--- src/rtl/wb_pkg.sv ---
// Shared types for the writeback arbiter: FIFO entry layout, write-source
// encoding and default widths.
package wb_pkg;

    localparam int XLEN_DEF  = 32;
    localparam int NREGS_DEF = 32;
    localparam int RD_W      = 5;

    typedef struct packed {
        logic [RD_W-1:0]     rd;
        logic [XLEN_DEF-1:0] data;
    } wb_entry_t;

    typedef enum logic [1:0] {
        WB_NONE   = 2'd0,
        WB_ALU    = 2'd1,
        WB_FIFO   = 2'd2,
        WB_BYPASS = 2'd3
    } wb_src_e;

    // Long-latency sources retire a scoreboard entry when they commit.
    function automatic logic is_lsu_src(input wb_src_e src);
        return (src == WB_FIFO) || (src == WB_BYPASS);
    endfunction

endpackage

--- src/rtl/wb_fifo.sv ---
// Small synchronous FIFO holding long-latency results until the write port
// is free. Pointers wrap naturally because DEPTH is a power of two.
module wb_fifo
    import wb_pkg::*;
#(
    parameter int  DEPTH   = 2,
    parameter type entry_t = wb_entry_t
) (
    input  logic                     clk,
    input  logic                     reset,
    input  logic                     i_push,
    input  entry_t                   i_data,
    input  logic                     i_pop,
    output entry_t                   o_head,
    output logic                     o_full,
    output logic                     o_empty,
    output logic [$clog2(DEPTH):0]   o_count
);

    localparam int AW = $clog2(DEPTH);
    localparam int CW = AW + 1;

    entry_t          r_mem [DEPTH];
    logic [AW-1:0]   r_wptr;
    logic [AW-1:0]   r_rptr;
    logic [CW-1:0]   r_count;
    logic            w_do_push;
    logic            w_do_pop;

    assign o_full    = (r_count == CW'(DEPTH));
    assign o_empty   = (r_count == {CW{1'b0}});
    assign o_count   = r_count;
    assign o_head    = r_mem[r_rptr];
    assign w_do_push = i_push && !o_full;
    assign w_do_pop  = i_pop && !o_empty;

    // Entry storage; contents are don't-care while the slot is unoccupied.
    always_ff @(posedge clk) begin
        if (w_do_push) begin
            r_mem[r_wptr] <= i_data;
        end
    end

    // Read/write pointers and occupancy.
    always_ff @(posedge clk or posedge reset) begin
        if (reset) begin
            r_wptr  <= {AW{1'b0}};
            r_rptr  <= {AW{1'b0}};
            r_count <= {CW{1'b0}};
        end else begin
            if (w_do_push) begin
                r_wptr <= r_wptr + AW'(1);
            end
            if (w_do_pop) begin
                r_rptr <= r_rptr + AW'(1);
            end
            case ({w_do_push, w_do_pop})
                2'b10:   r_count <= r_count + CW'(1);
                2'b01:   r_count <= r_count - CW'(1);
                default: r_count <= r_count;
            endcase
        end
    end

endmodule

--- src/rtl/writeback_arbiter.sv ---
// Drives the single register-file write port from the ALU and a buffered
// long-latency unit, and tracks in-flight long-latency destinations.
module writeback_arbiter
    import wb_pkg::*;
#(
    parameter int XLEN      = XLEN_DEF,
    parameter int NREGS     = NREGS_DEF,
    parameter int BUF_DEPTH = 2
) (
    input  logic                         clk,
    input  logic                         reset,
    input  logic                         alu_valid,
    input  logic [RD_W-1:0]              alu_rd,
    input  logic [XLEN-1:0]              alu_data,
    input  logic                         lsu_valid,
    output logic                         lsu_ready,
    input  logic [RD_W-1:0]              lsu_rd,
    input  logic [XLEN-1:0]              lsu_data,
    input  logic                         issue_valid,
    input  logic [RD_W-1:0]              issue_rd,
    output logic                         reg_write,
    output logic [RD_W-1:0]              rd,
    output logic [XLEN-1:0]              write_data,
    output logic [NREGS-1:0]             busy,
    output logic [$clog2(BUF_DEPTH):0]   buf_count
);

    typedef struct packed {
        logic [RD_W-1:0] rd;
        logic [XLEN-1:0] data;
    } wb_ent_t;

    wb_ent_t                     w_fifo_in;
    wb_ent_t                     w_fifo_head;
    logic                        w_fifo_full;
    logic                        w_fifo_empty;
    logic [$clog2(BUF_DEPTH):0]  w_fifo_count;
    logic                        w_lsu_hs;
    logic                        w_push;
    logic                        w_pop;
    wb_src_e                     w_src;
    logic [RD_W-1:0]             w_sel_rd;
    logic [XLEN-1:0]             w_sel_data;
    logic [NREGS-1:0]            w_busy_nxt;

    logic                        r_reg_write;
    logic [RD_W-1:0]             r_rd;
    logic [XLEN-1:0]             r_write_data;
    logic [NREGS-1:0]            r_busy;

    assign lsu_ready  = !w_fifo_full;
    assign w_lsu_hs   = lsu_valid && lsu_ready;
    assign w_fifo_in  = '{rd: lsu_rd, data: lsu_data};
    assign w_pop      = (w_src == WB_FIFO);
    // A bypassed result goes straight to the port and must not also be queued.
    assign w_push     = w_lsu_hs && (w_src != WB_BYPASS);

    assign reg_write  = r_reg_write;
    assign rd         = r_rd;
    assign write_data = r_write_data;
    assign busy       = r_busy;
    assign buf_count  = w_fifo_count;

    wb_fifo #(
        .DEPTH   (BUF_DEPTH),
        .entry_t (wb_ent_t)
    ) u_fifo (
        .clk     (clk),
        .reset   (reset),
        .i_push  (w_push),
        .i_data  (w_fifo_in),
        .i_pop   (w_pop),
        .o_head  (w_fifo_head),
        .o_full  (w_fifo_full),
        .o_empty (w_fifo_empty),
        .o_count (w_fifo_count)
    );

    // Fixed-priority source select: ALU, then queued results, then bypass.
    always_comb begin
        w_src      = WB_NONE;
        w_sel_rd   = {RD_W{1'b0}};
        w_sel_data = {XLEN{1'b0}};
        if (alu_valid) begin
            w_src      = WB_ALU;
            w_sel_rd   = alu_rd;
            w_sel_data = alu_data;
        end else if (!w_fifo_empty) begin
            w_src      = WB_FIFO;
            w_sel_rd   = w_fifo_head.rd;
            w_sel_data = w_fifo_head.data;
        end else if (w_lsu_hs) begin
            w_src      = WB_BYPASS;
            w_sel_rd   = lsu_rd;
            w_sel_data = lsu_data;
        end else begin
            w_src      = WB_NONE;
        end
    end

    // Scoreboard update; a same-cycle issue overrides the retiring clear.
    always_comb begin
        w_busy_nxt = r_busy;
        if (is_lsu_src(w_src)) begin
            w_busy_nxt[w_sel_rd] = 1'b0;
        end else begin
            w_busy_nxt = r_busy;
        end
        if (issue_valid && (issue_rd != {RD_W{1'b0}})) begin
            w_busy_nxt[issue_rd] = 1'b1;
        end else begin
            w_busy_nxt[0] = 1'b0;
        end
        w_busy_nxt[0] = 1'b0;
    end

    // Registered write port and scoreboard; x0 is never written.
    always_ff @(posedge clk or posedge reset) begin
        if (reset) begin
            r_reg_write  <= 1'b0;
            r_rd         <= {RD_W{1'b0}};
            r_write_data <= {XLEN{1'b0}};
            r_busy       <= {NREGS{1'b0}};
        end else begin
            r_busy <= w_busy_nxt;
            if (w_src != WB_NONE) begin
                r_reg_write  <= (w_sel_rd != {RD_W{1'b0}});
                r_rd         <= w_sel_rd;
                r_write_data <= w_sel_data;
            end else begin
                r_reg_write  <= 1'b0;
            end
        end
    end

endmodule

--- config.mk ---
export PLATFORM = sky130hd
export DESIGN_NAME = writeback_arbiter
export DESIGN_NICKNAME = d
export VERILOG_FILES = /design/src/rtl/wb_pkg.sv /design/src/rtl/wb_fifo.sv /design/src/rtl/writeback_arbiter.sv
export SDC_FILE = /design/constraint.sdc
export NUM_CORES = 1
export LEC_CHECK = 0
export BUFFER_PORTS_ARGS = -buffer_cell sky130_fd_sc_hd__buf_2
export CAP_MARGIN = 20
export CELL_PAD_IN_SITES_DETAIL_PLACEMENT = 0
export CELL_PAD_IN_SITES_GLOBAL_PLACEMENT = 1
export CORE_UTILIZATION = 40
export DETAILED_ROUTE_END_ITERATION = 12
export HOLD_SLACK_MARGIN = 0.06
export PLACE_DENSITY_LB_ADDON = 0.12
export SLEW_MARGIN = 20
export SYNTH_ARGS = -nofsm -noshare
export SYNTH_HDL_FRONTEND = slang
export SYNTH_SLANG_ARGS = --single-unit
--- constraint.sdc ---
create_clock -name clk -period 4.5 [get_ports clk]
set_input_delay 0.675 -clock clk [delete_from_list [all_inputs] [get_ports clk]]
set_output_delay 0.675 -clock clk [all_outputs]
set_load 0.05 [all_outputs]
==> results of run 1 <==
-- final cells by class --
| class | instances | area, um^2 |
|---|---|---|
| Fill cell | 1379 | 7461 |
| Multi-Input combinational cell | 296 | 1986 |
| Timing Repair Buffer | 161 | 820.8 |
| Clock buffer | 29 | 540.5 |
| Tap cell | 188 | 235.2 |
| Sequential cell | 147 | 4050 |
| Clock inverter | 3 | 17.52 |
| Inverter | 9 | 35.03 |
-- through the flow --
stage | hold slack [ps] | util (%) | std cells | total power, mW
finish | 425.5 | 50.74 | 833 | 5.788
global route | 458.0 | 50.74 | 833 | 6.062
CTS | 446.9 | 50.74 | 833 | 5.843
detailed placement | 474.6 | 47.05 | 801 | 4.508
global placement | 472.8 | 47.05 | 801 | 4.485
floorplan | 468.1 | - | 481 | 3.923
-- worst min path at each step --
stage / slack, ps / cells after the start / to
floorplan: 470 / 1 / u_fifo.r_wptr
global placement: 470 / 2 / busy[2]
detailed placement: 470 / 2 / busy[2]
CTS: 450 / 2 / write_data[7]
global route: 460 / 1 / u_fifo.r_mem[1][6]
finish: 430 / 2 / write_data[10]
-- sequential cells by signal (all words and copies together), names as in the netlist --
name	flops
u_fifo.r_mem	74
write_data	32
busy	31
rd	5
u_fifo.o_count	2
reg_write	1
u_fifo.r_rptr	1
u_fifo.r_wptr	1
-- cell usage after synthesis (all sizes together) --
cell / count
nand2b: 1
or4: 1
o2bb2ai: 1
nand2: 12
mux2: 11
a22o: 1
xor2: 1
clkbuf: 15
nor3b: 3
nor2: 58
a2bb2oi: 1
or3b: 1
o22ai: 11
a21oi: 23
dfrtp: 73
o21bai: 1
o41ai: 3
mux2i: 26
buf: 14
nor4: 1
xnor2: 4
a221o: 2
o221a: 3
or4b: 1
edfxtp: 74
o221ai: 4
nor2b: 11
ha: 1
a221oi: 22
nand3b: 5
nor3: 11
nand3: 10
conb: 1
nand4b: 1
o21ai: 63
nor4b: 1
inv: 9
-- power by group --
part | internal, mW | total, mW | switching [mW]
Clock | 0.807 | 1.32 | 0.512
Sequential | 1.87 | 2.09 | 0.222
Combinational | 0.627 | 2.38 | 1.75
Total | 3.30 | 5.79 | 2.49
-- cell families after synthesis --
logic type,share of synthesized area (%)
xor+xnor,0.7070
simple gates,9.879
compound gates,14.75
other cells,0.06055
flops,65.37
fa+ha+maj,0.2020
mux,6.202
buf+inv,2.828
-- placed cells by master, fill, tap and decap left out, types with 5 or more instances in the layout --
cell and count:
clkbuf_8 7, nand2_1 12, inv_1 8, o21ai_0 24, mux2i_1 26, clkbuf_16 17, nor3_1 11, o21ai_1 39
a221oi_1 22, buf_4 6, nor2b_1 11, clkbuf_1 5, buf_2 155, dfrtp_1 72, nor2_1 56, o22ai_1 11
nand3b_1 5, nand3_2 8, a21oi_1 23, mux2_2 11, edfxtp_1 74
-- layer usage --
layer | global-route usage [%] | routed length [um] | vias to the layer above
met4 | 8.434 | 297 | 0
met5 | 0 | 0 | -
met3 | 5.399 | 994 | 24
met1 | 24.66 | 6705 | 2162
met2 | 31.82 | 7079 | 167
li1 | - | - | 2108
==> results.sh, run 1 <==
export IMPL_end_kind="flip-flop"
export IMPL_ios=157
export IMPL_cts_hold_buf=0
export IMPL_routed_wl_um=15080
export IMPL_startpoint_type="primary input"
export IMPL_grt_total_usage_pct=19.59
export IMPL_yosysSeqAreaShare_pct=65.37
export IMPL_min_period_ps=2764
export IMPL_grt_pass1_wl_um=23710
export IMPL_reg2reg_depth=5
export IMPL_ant_nets=0
export IMPL_hold_viol=0
export IMPL_netlist_top_cell_by_area="edfxtp_1"
export IMPL_dpl_instance_area_mm2=0.007127
export IMPL_first_pass_iters=4
export IMPL_hold_class="in2async"
export IMPL_fin_setup_tns_ps=0
export IMPL_cp_depth=5
export IMPL_die_w_um=126.4
export IMPL_worst_path_buf_inv=2
export IMPL_criticalPathCategory="in2reg"
export IMPL_cts_buffers=17
export IMPL_wire_per_inst_um=18.10
export IMPL_clock_fmax_mhz=361.9
export IMPL_max_slew_margin_pct=29.69
export IMPL_postCtsSetupRepairBufs=0
export IMPL_clock_path_buffers=2
export IMPL_antenna_found_initial=0
export IMPL_avgSynthCellArea_um2=12.88
export IMPL_r2r_slack_ps=2110
export IMPL_crit_family="buffers and inverters"
export IMPL_synth_cells=481
export IMPL_crit_path_end="u_fifo.r_mem[0][3]"
export IMPL_vias=4461
export IMPL_gp_congestion=0.8091
export IMPL_mappedNetlistNets=566
export IMPL_htreeDepth=4
export IMPL_root_buffer="clkbuf_16"
export IMPL_power_leakage_nw=3.159
export IMPL_path_clk_slew_ps=60
export IMPL_maxCapViolCount=0
export IMPL_fin_area_mm2=0.007685
export IMPL_drt_iter0_markers=196
export IMPL_io_buffer_count=155
export IMPL_skew_ps=5.972
export IMPL_die_area_mm2=0.01599
export IMPL_cts_tree="built"
export IMPL_dpl_hpwl_um=10240
export IMPL_clock_latency_ps=420
export IMPL_synth_seq_cells=147
export IMPL_outcome="completed"
export IMPL_start_util_pct=40.89
export IMPL_cp_cell_sequence="buf_2 -> nor2b_1 -> o21ai_0 -> nor2_4 -> buf_4"
export IMPL_pre_cts_slack_ps=1231
export IMPL_crit_path_top_delay_cell="nor2_4"
export IMPL_r2r_end="busy[13]"
export IMPL_maxSlewViolCount=0
export IMPL_rsz0062_at_grt="no"
export IMPL_crit_path_start="alu_valid"
export IMPL_worst_slack_ps=1736
export IMPL_yosys_warnings=0
export IMPL_r2r_start="u_fifo.o_count[0]"
export IMPL_worst_path_largest_cell_delay_ps=680
export IMPL_grt_max_degree=55
export IMPL_via_per_inst=5.355
export IMPL_coreArea_mm2=0.01515
export IMPL_synthTopCellsByArea="edfxtp_1 (36%), dfrtp_1 (29%), mux2i_1 (4.2%), nor2_1 (3.5%), o21ai_1 (3.2%)"
export IMPL_ys_types=44
export IMPL_grt_overflow=0
export IMPL_drive_gt1_share_pct=34.42
export IMPL_power_density_mw_per_mm2=753.1
export IMPL_grt_pass1_vias=4449
export IMPL_synth_cell_area_mm2=0.006193
export IMPL_die_h_um=126.4
export IMPL_drc=0
export IMPL_syn_to_final_growth_pct=24.08
export IMPL_nNetsFinal=717
export IMPL_setup_viol=0
export IMPL_finalCritPeriodShare_pct=61.41
export IMPL_std_cell_rows=45
export IMPL_n_antenna_cell=0
export IMPL_arrival_ps=2870
export IMPL_path_max_fanout=44
export IMPL_cp_data_required_time_ps=4600
export IMPL_ir_worst_vdd_mv=0.4732
export IMPL_clock_sinks=147
export IMPL_cts_resized=0
export IMPL_worst_slew_pin_slew_ps=1045
export IMPL_yosysTopAreaCellShare_pct=35.88
(Power assumes the default switching activity.)
==> run 2: changes to the inputs <==
- ABC_AREA: not set -> 1
- clock period: 4.5 -> 2.6 ns (I/O delays scaled with it)
==> results.sh, run 2 <==
export IMPL_ant_nets=0
export IMPL_cp_data_required_time_ps=2900
export IMPL_cp_cell_sequence="inv_1 -> nand2_4 -> nand2_4 -> nor2_1 -> nor2_1 -> nand2_1 -> nor2_2 -> nand2_1 -> nand2_1 -> nand2_1"
export IMPL_final_cell_mix="nand2_1 (277), buf_2 (155), edfxtp_1 (74), dfrtp_1 (73), nand3_1 (36)"
export IMPL_std_cell_rows=45
export IMPL_antenna_found_initial=0
export IMPL_synth_cell_area_mm2=0.006299
export IMPL_synthTopCellsByArea="edfxtp_1 (35%), dfrtp_1 (29%), nand2_1 (17%), a221oi_1 (2.9%), nand3_1 (2.9%)"
export IMPL_r2r_slack_ps=540
export IMPL_root_buffer="clkbuf_16"
export IMPL_path_clk_slew_ps=60
export IMPL_die_h_um=127.5
export IMPL_synth_common_cells="nand2_1 (277), edfxtp_1 (74), dfrtp_1 (73)"
export IMPL_fin_setup_tns_ps=0
export IMPL_hold_ws_ps=178.8
export IMPL_cts_resized=0
export IMPL_crit_family="simple AND/OR/NAND/NOR gates"
export IMPL_synth_cells=648
export IMPL_finalCritPeriodShare_pct=79.31
export IMPL_yosys_warnings=0
export IMPL_startpoint_type="flip-flop"
export IMPL_r2r_start="u_fifo.o_count[1]"
export IMPL_drc=0
export IMPL_end_kind="flip-flop"
export IMPL_start_util_pct=41.28
export IMPL_grt_overflow=0
export IMPL_mappedNetlistNets=733
export IMPL_criticalPathCategory="reg2reg"
export IMPL_clock_sinks=147
export IMPL_combinationalPowerShare_pct=40.6
export IMPL_largest_reg_flops=74
export IMPL_htreeDepth=4
export IMPL_grt_max_degree=43
export IMPL_synth_seq_cells=147
export IMPL_yosysMostFrequentCell="nand2_1"
export IMPL_power_frac_seq_pct=34.8
export IMPL_min_period_ps=2062
export IMPL_clock_fmax_mhz=484.9
export IMPL_hold_viol=0
export IMPL_ios=157
export IMPL_p_sw_mw=4.554
export IMPL_worst_path_largest_cell_delay_ps=430
export IMPL_skew_ps=8.834
export IMPL_sw_frac_of_total_pct=43.72
export IMPL_worst_path_buf_inv=1
export IMPL_synth_adder_area_share_pct=0.1986
export IMPL_worst_slew_pin_slew_ps=912.7
export IMPL_synthArstFlopShare_pct=49.66
export IMPL_die_w_um=127.5
export IMPL_ir_worst_vdd_mv=0.7695
export IMPL_grt_pass1_vias=5167
export IMPL_first_pass_iters=6
export IMPL_power_leakage_nw=3.706
export IMPL_top_register="u_fifo.r_mem"
export IMPL_routed_wl_um=16550
export IMPL_clkPwrFrac_pct=24.6
export IMPL_synthXorXnorAreaFrac_pct=0.5562
export IMPL_r2r_end="busy[5]"
export IMPL_synth_edf_count=74
export IMPL_synth_compound_area_share_pct=7.410
export IMPL_n_antenna_cell=0
export IMPL_ys_types=27
export IMPL_synth_ff_type="edfxtp_1"
export IMPL_crit_path_top_delay_cell="dfrtp_1"
export IMPL_nNetsFinal=897
export IMPL_hold_class="in2reg"
export IMPL_drt_iter0_markers=336
export IMPL_syn_to_final_growth_pct=26.94
export IMPL_max_slew_margin_pct=38.69
export IMPL_arrival_ps=2360
export IMPL_final_common_cell="nand2_1"
export IMPL_grt_pass1_wl_um=27230
export IMPL_rsz0062_at_grt="no"
export IMPL_wire_per_inst_um=15.97
export IMPL_power_density_mw_per_mm2=1303
export IMPL_io_buffer_count=155
export IMPL_cp_depth=10
export IMPL_avgSynthCellArea_um2=9.720
export IMPL_min_to="u_fifo.r_mem[1][4]"
export IMPL_clock_path_buffers=2
export IMPL_cts_buffers=17
export IMPL_outcome="completed"
export IMPL_netlist_top_cell_by_area="edfxtp_1"
export IMPL_path_max_fanout=25
export IMPL_dpl_hpwl_um=11640
export IMPL_clock_latency_ps=420
export IMPL_maxCapViolCount=0
export IMPL_crit_path_start="u_fifo.o_count[1]"
export IMPL_cts_tree="built"
export IMPL_synthMuxAreaShare_pct=0
export IMPL_gp_congestion=0.7893
export IMPL_setup_viol=0
export IMPL_holdPathStages=1
export IMPL_crit_top_cell="nand2_1"
export IMPL_grt_total_usage_pct=22.19
export IMPL_die_area_mm2=0.01625
export IMPL_p_int_mw=5.864
export IMPL_holdCritStartpoint="lsu_data[4]"
export IMPL_yosysTopAreaCellShare_pct=35.28
export IMPL_yosys_area_share_simple_pct=23.92
export IMPL_via_per_inst=4.892
export IMPL_reg2reg_depth=10
export IMPL_synth_top_family_by_area="simple AND/OR/NAND/NOR gates"
export IMPL_drive_gt1_share_pct=26.42
export IMPL_coreArea_mm2=0.01526
export IMPL_vias=5068
export IMPL_yosysSeqAreaShare_pct=64.28
export IMPL_maxSlewViolCount=0
==> run 2: changes by cell type after synthesis, sizes merged, moves of 11 or more <==
cell	before	now
inv	9	30
o21ai	63	32
mux2	11	0
nor2	58	33
nor2b	11	0
mux2i	26	0
nand2	12	279
o22ai	11	0
nand3	10	37
==> run 2: worst max path at each step <==
stage / slack [ps] / to
detailed placement: 510 / busy[4]
CTS: 500 / busy[4]
finish: 540 / busy[5]
global placement: 550 / busy[4]
floorplan: -320 / u_fifo.r_mem[0][0]
global route: 270 / busy[28]
==> run 2: kinds of logic after synthesis <==
kind of cell,Yosys count
AOI/OAI and AO/OA,77
xor gates and xnor gates,4
buffers and inverters,56
DFF,147
other,1
adders and majority gates,1
and+or+nand+nor,362
==> run 2: power by group through the flow <==
stage	clock network, mW	registers (mW)	logic (mW)
3_5_place_dp	0	3.67	4.27
4_1_cts	2.62	3.63	4.28
3_3_place_gp	0	3.65	4.22
2_1_floorplan	0	5.26	1.46
6_report	2.56	3.63	4.23
5_1_grt	2.71	3.72	4.61
==> run 2: repair_timing <==
item	in CTS	in global routing
hold endpoints to repair	25	0
hold buffers	1	0
buffers inserted	0	0
==> run 2: metal layers <==
layer  vias to the layer above  routed length [um]  part of all wire [%]  track usage [%]
met3                        14                1014                   6.1            5.193
li1                       2494                   -                     -                -
met1                      2409                7465                    45            29.76
met4                         0                 142                  0.86            6.022
met2                       151                7927                    48            36.13
met5                         -                   0                     0                0
==> run 2: final cells by class <==
type                       instances  area [um^2]
fill                            1468         7263
sequential                       147         4049
multi-input combinational        445         2039
timing repair buffer             171        910.9
clock buffer                      22        464.2
tap                              211        264.0
clock inverter                    10        153.9
inverter                          30        113.9
==> run 2: stage by stage <==
| stage | setup slack, ps | instance area (um^2) | utilization (%) | power (mW) | std cells |
|---|---|---|---|---|---|
| 2_1_floorplan | -316.9 | 6304 | - | 6.720 | 648 |
| 3_3_place_gp | 548.4 | 7367 | 48.28 | 7.865 | 1003 |
| 3_5_place_dp | 512.4 | 7367 | 48.28 | 7.931 | 1003 |
| 4_1_cts | 498.4 | 7995 | 52.40 | 10.53 | 1036 |
| 5_1_grt | 266.5 | 7995 | 52.40 | 11.04 | 1036 |
| 6_report | 537.8 | 7995 | 52.40 | 10.42 | 1036 |
==> run 3: changes to the inputs <==
- ABC_AREA: 1 -> 0
- clock period: 2.6 -> 2.1 ns (I/O delays scaled with it)
==> results.sh, run 3 (same netlist as run 1, synthesis figures left out) <==
export IMPL_finalCritPeriodShare_pct=94.05
export IMPL_fin_setup_tns_ps=0
export IMPL_clock_latency_ps=420
export IMPL_htreeDepth=4
export IMPL_crit_path_top_delay_cell="or4b_4"
export IMPL_finalPower_mw=12.50
export IMPL_hold_viol=0
export IMPL_power_leakage_nw=3.260
export IMPL_cp_data_required_time_ps=2370
export IMPL_wire_per_inst_um=18.22
export IMPL_io_buffer_count=155
export IMPL_dpl_hpwl_um=10740
export IMPL_startpoint_type="flip-flop"
export IMPL_path_clk_slew_ps=60
export IMPL_cts_tree="built"
export IMPL_largest_reg_flops=74
export IMPL_final_cell_mix="buf_2 (155), edfxtp_1 (74), dfrtp_1 (70), nor2_1 (56), o21ai_1 (39)"
export IMPL_min_period_ps=1975
export IMPL_min_to="u_fifo.r_mem[0][23]"
export IMPL_vias=4596
export IMPL_holdCritStartpoint="lsu_data[23]"
export IMPL_utilization_pct=51.91
export IMPL_clock_fmax_mhz=506.3
export IMPL_clock_sinks=147
export IMPL_power_density_mw_per_mm2=1590
export IMPL_grt_pass1_vias=4466
export IMPL_skew_ps=4.573
export IMPL_cts_buffers=17
export IMPL_gp_congestion=0.8346
export IMPL_coreArea_mm2=0.01515
export IMPL_grt_max_degree=55
export IMPL_placed_cells=818
export IMPL_power_frac_seq_pct=35.7
export IMPL_final_fill_count=1333
export IMPL_syn_to_final_growth_pct=26.95
export IMPL_start_util_pct=40.89
export IMPL_ant_nets=0
export IMPL_path_max_fanout=8
export IMPL_final_cells=856
export IMPL_n_antenna_cell=0
export IMPL_die_w_um=126.4
export IMPL_rsz0062_at_grt="no"
export IMPL_die_h_um=126.4
export IMPL_sw_frac_of_total_pct=43.32
export IMPL_drc=0
export IMPL_end_kind="flip-flop"
export IMPL_grt_total_usage_pct=20.42
export IMPL_dpl_instance_area_mm2=0.007284
export IMPL_die_area_mm2=0.01599
export IMPL_maxCapViolCount=0
export IMPL_worst_path_buf_inv=0
export IMPL_grt_overflow=0
export IMPL_antenna_found_initial=0
export IMPL_r2r_slack_ps=120
export IMPL_cp_cell_sequence="or4b_4 -> o221ai_4 -> nand3_2 -> o21ai_1 -> o21ai_0"
export IMPL_setup_viol=0
export IMPL_root_buffer="clkbuf_16"
export IMPL_outcome="completed"
export IMPL_drt_iter0_markers=262
export IMPL_combinationalPowerShare_pct=42.7
export IMPL_worst_slew_pin_slew_ps=641.6
export IMPL_hold_class="in2reg"
export IMPL_worst_path_largest_cell_delay_ps=650
export IMPL_ios=157
export IMPL_max_slew_margin_pct=57.13
export IMPL_routed_wl_um=15600
export IMPL_clkPwrFrac_pct=21.7
export IMPL_ir_worst_vdd_mv=0.9831
export IMPL_nNetsFinal=740
export IMPL_r2r_start="u_fifo.o_count[1]"
export IMPL_top_register="u_fifo.r_mem"
export IMPL_grt_pass1_wl_um=24490
export IMPL_p_int_mw=7.088
export IMPL_drive_gt1_share_pct=36.83
export IMPL_first_pass_iters=4
export IMPL_criticalPathCategory="reg2reg"
export IMPL_holdPathStages=1
export IMPL_arrival_ps=2250
export IMPL_fin_area_mm2=0.007863
export IMPL_r2r_end="busy[31]"
export IMPL_maxSlewViolCount=0
export IMPL_via_per_inst=5.369
export IMPL_crit_family="simple AND/OR/NAND/NOR gates"
export IMPL_p_sw_mw=5.417
export IMPL_std_cell_rows=45
export IMPL_reg2reg_depth=5
export IMPL_clock_path_buffers=2
export IMPL_final_common_cell="buf_2"
run 3: area by class of cell:
type | instances | area (um^2) | share of cell area [%]
multi-input combinational | 296 | 1989 | 25.30
clock buffer | 19 | 432.9 | 5.506
timing repair buffer | 184 | 1021 | 12.99
inverter | 9 | 37.54 | 0.4774
sequential | 147 | 4053 | 51.54
clock inverter | 13 | 93.84 | 1.194
tap | 188 | 235.2 | 2.992
run 3: power groups by stage:
| stage | Sequential (mW) | Clock [mW] | Combinational, mW |
|---|---|---|---|
| 6_report | 4.46 | 2.71 | 5.34 |
| 3_5_place_dp | 4.52 | 0 | 5.32 |
| 4_1_cts | 4.48 | 2.78 | 5.33 |
| 5_1_grt | 4.56 | 2.90 | 5.69 |
| 3_3_place_gp | 4.50 | 0 | 5.29 |
| 2_1_floorplan | 6.49 | 0 | 1.93 |
run 3: per-layer routing:
metal | vias to the layer above | routed length (um) | GRT usage (%)
met1 | 2281 | 6967 | 26.96
met4 | 0 | 232 | 8.788
li1 | 2158 | - | -
met5 | - | 0 | 0
met3 | 17 | 814 | 4.682
met2 | 140 | 7580 | 32.40
run 3: metrics by stage:
step	setup slack (ps)	hold WS, ps
6_report	124.9	106.6
5_1_grt	22.51	81.91
4_1_cts	92.63	82.02
3_5_place_dp	104.9	440.8
3_3_place_gp	167.1	430.5
2_1_floorplan	40.00	413.9
run 3: worst reg2reg max path, stage by stage, from the launching register on:
cell      delay, ps
dfrtp_2         450
or4b_4          650
o221ai_4        320
nand3_2         170
o21ai_1         140
o21ai_0         110
run 3: worst max path at each step:
| stage | from | end | slack [ps] | cells after the start |
|---|---|---|---|---|
| finish | u_fifo.o_count[1] | busy[31] | 120 | 5 |
| global route | u_fifo.o_count[1] | busy[15] | 20 | 5 |
| CTS | u_fifo.o_count[1] | busy[30] | 90 | 6 |
| detailed placement | u_fifo.o_count[1] | busy[31] | 100 | 6 |
| global placement | u_fifo.o_count[0] | busy[7] | 170 | 5 |
| floorplan | u_fifo.o_count[1] | busy[14] | 40 | 7 |
run 3: what timing repair did:
action                                 in CTS  in global routing
resized for setup                           0                  1
setup endpoints to repair                   0                 11
hold buffers                                1                  0
endpoints found under the hold margin      22                  0
setup buffers                               0                  5
